### src/rtl/xor_gate_if.sv
// Operand/result bundle for the ternary XOR primitive.
// Lane i of each bus occupies bits [2i+1:2i]; err carries one flag per lane.
interface xor_gate_if #(
    parameter int unsigned NUM_TRITS = 1
);
    logic [2*NUM_TRITS-1:0] a;
    logic [2*NUM_TRITS-1:0] b;
    logic [2*NUM_TRITS-1:0] c;
    logic [NUM_TRITS-1:0]   err;

    // Producer of operands, consumer of results.
    modport master (
        output a,
        output b,
        input  c,
        input  err
    );

    // The gate itself.
    modport slave (
        input  a,
        input  b,
        output c,
        output err
    );
endinterface

### src/rtl/xor_gate.sv
// Ternary XOR: per-lane modulo-3 sum of unsigned trits (00=0, 01=1, 10=2, 11=invalid).
// Lanes are independent, the result is registered with one cycle of latency, and an
// invalid operand forces that lane to 0 with its err flag raised for that cycle only.
module xor_gate #(
    parameter int unsigned NUM_TRITS = 1
) (
    input logic       clk,
    input logic       rst,
    xor_gate_if.slave bus
);

    logic [2*NUM_TRITS-1:0] c_d;
    logic [2*NUM_TRITS-1:0] c_q;
    logic [NUM_TRITS-1:0]   err_d;
    logic [NUM_TRITS-1:0]   err_q;

    // Per-lane next result: modulo-3 sum, or 0 plus error on an invalid encoding.
    always_comb begin
        logic [1:0] trit_a;
        logic [1:0] trit_b;
        logic [2:0] sum;
        c_d    = '0;
        err_d  = '0;
        trit_a = '0;
        trit_b = '0;
        sum    = '0;
        for (int i = 0; i < NUM_TRITS; i++) begin
            trit_a = bus.a[2*i +: 2];
            trit_b = bus.b[2*i +: 2];
            sum    = {1'b0, trit_a} + {1'b0, trit_b};
            if (trit_a == 2'b11 || trit_b == 2'b11) begin
                err_d[i]       = 1'b1;
                c_d[2*i +: 2]  = 2'b00;
            end else if (sum >= 3'd3) begin
                // Valid operands sum to at most 4, so one subtraction wraps it.
                c_d[2*i +: 2]  = 2'(sum - 3'd3);
            end else begin
                c_d[2*i +: 2]  = sum[1:0];
            end
        end
    end

    // Result registers; asynchronous reset discards any pending result.
    always_ff @(posedge clk or posedge rst) begin
        if (rst) begin
            c_q   <= '0;
            err_q <= '0;
        end else begin
            c_q   <= c_d;
            err_q <= err_d;
        end
    end

    assign bus.c   = c_q;
    assign bus.err = err_q;

endmodule

### src/flat_wrapper.sv
// flat-port wrapper written by rule: the top's interface ports become plain ports
module xor_gate_flat 
#(
    parameter int unsigned NUM_TRITS = 1
)
  (clk, rst, bus_a, bus_b, bus_c, bus_err);
  xor_gate_if #(.NUM_TRITS(NUM_TRITS)) bus_i ();
  input logic clk;
  input logic rst;
  input wire logic [$bits(bus_i.a)-1:0] bus_a;
  input wire logic [$bits(bus_i.b)-1:0] bus_b;
  output wire logic [$bits(bus_i.c)-1:0] bus_c;
  output wire logic [$bits(bus_i.err)-1:0] bus_err;
  assign bus_i.a = bus_a;
  assign bus_i.b = bus_b;
  assign bus_c = bus_i.c;
  assign bus_err = bus_i.err;
  xor_gate #(.NUM_TRITS(NUM_TRITS)) u_core (.clk(clk), .rst(rst), .bus(bus_i));
endmodule
### config.mk
export PLATFORM = sky130hd
export DESIGN_NAME = xor_gate_flat
export DESIGN_NICKNAME = d
export VERILOG_FILES = /design/src/rtl/xor_gate_if.sv /design/src/rtl/xor_gate.sv /design/src/flat_wrapper.sv
export SDC_FILE = /design/constraint.sdc
export NUM_CORES = 1
export LEC_CHECK = 0
export ABC_AREA = 1
export CAP_MARGIN = 20
export CORE_AREA = 2 2 39 41
export CTS_BUF_LIST = sky130_fd_sc_hd__clkbuf_4 sky130_fd_sc_hd__clkbuf_8 sky130_fd_sc_hd__clkbuf_16
export DETAILED_ROUTE_END_ITERATION = 8
export DIE_AREA = 0 0 41 43
export PLACE_DENSITY = 0.37
export SLEW_MARGIN = 20
export SYNTH_ARGS = -nofsm -noshare
export SYNTH_HDL_FRONTEND = slang
export SYNTH_SLANG_ARGS = --single-unit
export TNS_END_PERCENT = 1
### constraint.sdc
create_clock -name clk -period 1.18 [get_ports clk]
set_clock_uncertainty 0.1 [all_clocks]
set_input_delay 0.295 -clock clk [delete_from_list [all_inputs] [get_ports clk]]
set_output_delay 0.295 -clock clk [all_outputs]
set_load 0.01 [all_outputs]
==> out/results.tsv <==
metric	value	unit
status	complete, but fails checks	
violations	setup timing	
io_pins	9	
rsz0062_at_grt	true	
fin_ws	-365	ps
min_path_type	input port to asynchronous set/reset pin	
clock-sinks	3	
maxSlewViolCount	0	
num_antenna_cells	0	
cts-htree-levels	1	
cp_max_fo	2	
worstPathArrival	1560	ps
core_region_area	0.00138	sq mm
drive_above_1_share	58.1	%
p_int	0.356	mW
synth_area_leaders	dfrtp_1 36%, inv_1 13%, nand2_1 13%	
hold_viol_final	0	
power_switching	0.129	mW
seqPwrFrac	24.7	%
core.rowCount	14	
period_minus_slack	1540	ps
whs	137	ps
synth_nets	36	
dp_hpwl	347	microns
nNetsFinal	53	
via_count	204	
fp.dieW	41	microns
antenna_left	0	
power.density	1270	mW/mm^2
fmax	647	MHz
clock-root-buffer	clkbuf_4	
timing.final.crit_share	131	%
startpoint_type	input port	
totalNegativeSetupSlack	-694	ps
post-route-util	27.7	%
clock_tree.buffer_depth	2	
cp-end-kind	flop	
clk_pin_slew	40	ps
drc	0	
drt-pass1-iter-count	1	
ys_seq_area_share	36.1	%
final_area	383	sq um
cts_tree	yes	
synth_seq_cells	3	
final_common_cell	nand2_1	
initial_core_util	15.0	%
gp_congestion	0.648	
ys_warn_count	0	
combPwrFrac	34.7	%
dieArea	0.00176	sq mm
grt_start_max_net_pins	4	
crit_required	1200	ps
drv_cap	0	
slew_headroom	91.4	%
grtUsageTotal	6.22	%
wire_per_inst	7.68	microns
setup_viol	2	
placed_area	328	sq um
tightest_slew	129	ps
viasPerCell	3.46	
synth_area_leader_cell	dfrtp_1	
synth_top_area_share	36.1	%
grt_first_pass_wirelength	745	microns
overflow	0	
syn_area_per_cell	7.69	sq um
antenna_found_initial	0	
layout-area-overhead-vs-synth	84.3	%
die-height	43	microns
mostFrequentLayoutCells	7 x nand2_1, 5 x inv_2, 5 x buf_2	
swShare	26.6	%
synthCells	27	
syn-cell-area	208	sq um
cts_made_buffers	3	
wl	453	microns
clockPowerShare	40.6	%
synth_cell_types	10	
ir_drop	0.000360	V
drt_iter0_drc	0	
grt_pass1_vias	219	
leakage	0.207	nW
port_buffers	8	
path_class	input port to flop	
==> power by group through the flow <==
stage / Combinational, mW / Sequential (mW) / Clock, mW
2_1_floorplan: 0.0723 / 0.130 / 0
3_3_place_gp: 0.145 / 0.122 / 0
3_5_place_dp: 0.147 / 0.122 / 0
4_1_cts: 0.159 / 0.120 / 0.203
5_1_grt: 0.186 / 0.120 / 0.217
6_report: 0.168 / 0.120 / 0.197
==> stage by stage <==
| stage | power (mW) | setup slack (ps) | cells |
|---|---|---|---|
| after global placement | 0.267 | -1040 | 52 |
| final | 0.485 | -365 | 59 |
| after detailed placement | 0.269 | -1060 | 52 |
| after floorplan | 0.203 | -457 | 27 |
| after CTS | 0.482 | -345 | 58 |
| after global routing | 0.523 | -415 | 59 |
==> area by class of cell <==
cell class              count  area [sq um]
inverters                   8          30.0
fillers                   151          1000
clock buffers               4          30.0
multi-input cells          16           133
repair buffers             12          95.1
well taps                  16          20.0
flip-flops and latches      3          75.1
==> routing by layer <==
metal / up-vias / global-route usage (%) / part of all wire (%)
met3: 0 / 1.57 / 6.6
met5: - / 0 / 0
met1: 90 / 5.47 / 34
li1: 110 / - / -
met4: 0 / 4.00 / 0
met2: 4 / 11.3 / 59
==> registers in the layout, summed over array words and instances, names as in the netlist <==
| register | cells |
|---|---|
| u_core.bus.c | 2 |
| u_core.bus.err | 1 |
==> worst max-delay path by stage <==
stage | to | slack [ps] | from | cells past startpoint
3_3_place_gp | u_core.bus.c[0] | -1040 | bus_b[0] | 11
4_1_cts | u_core.bus.c[0] | -350 | bus_a[0] | 11
3_5_place_dp | u_core.bus.c[0] | -1060 | bus_a[0] | 11
5_1_grt | u_core.bus.c[0] | -410 | bus_b[0] | 11
2_1_floorplan | u_core.bus.c[0] | -460 | bus_b[0] | 10
6_report | u_core.bus.c[0] | -360 | bus_b[0] | 10
==> worst max-delay path, stage by stage <==
cell	delay [ps]
buf_8	80
ha_4	120
inv_2	30
fa_1	560
inv_2	60
ha_4	160
nor2_2	90
nand2_1	60
nand2_1	80
nor2_2	30
==> synthesized netlist by cell type, drive strengths merged <==
library cell	instances
fa	1
dfrtp	3
inv	8
a21oi	1
nand2	7
nand3	2
nor2	3
ha	2
==> logic make-up (layout without fill, tap and decap cells) <==
family                   Yosys count  after routing  synth area share (%)
flip-flops                         3              3                  36.1
buffers and inverters              8             24                  14.5
AO/OA/AOI/OAI                      1              1                  2.41
adder cells (fa/ha/maj)            3              3                  21.7
AND/OR/NAND/NOR                   12             12                  25.3
==> repair_timing <==
item                                    in CTS  in global routing
pin swaps                                    6                  6
buffers inserted                             2                  1
gates resized for setup                     40                  1
hold buffers                                 0                  0
endpoints found under the setup margin       5                  2
Note: power is estimated with default switching activity, not from simulation.
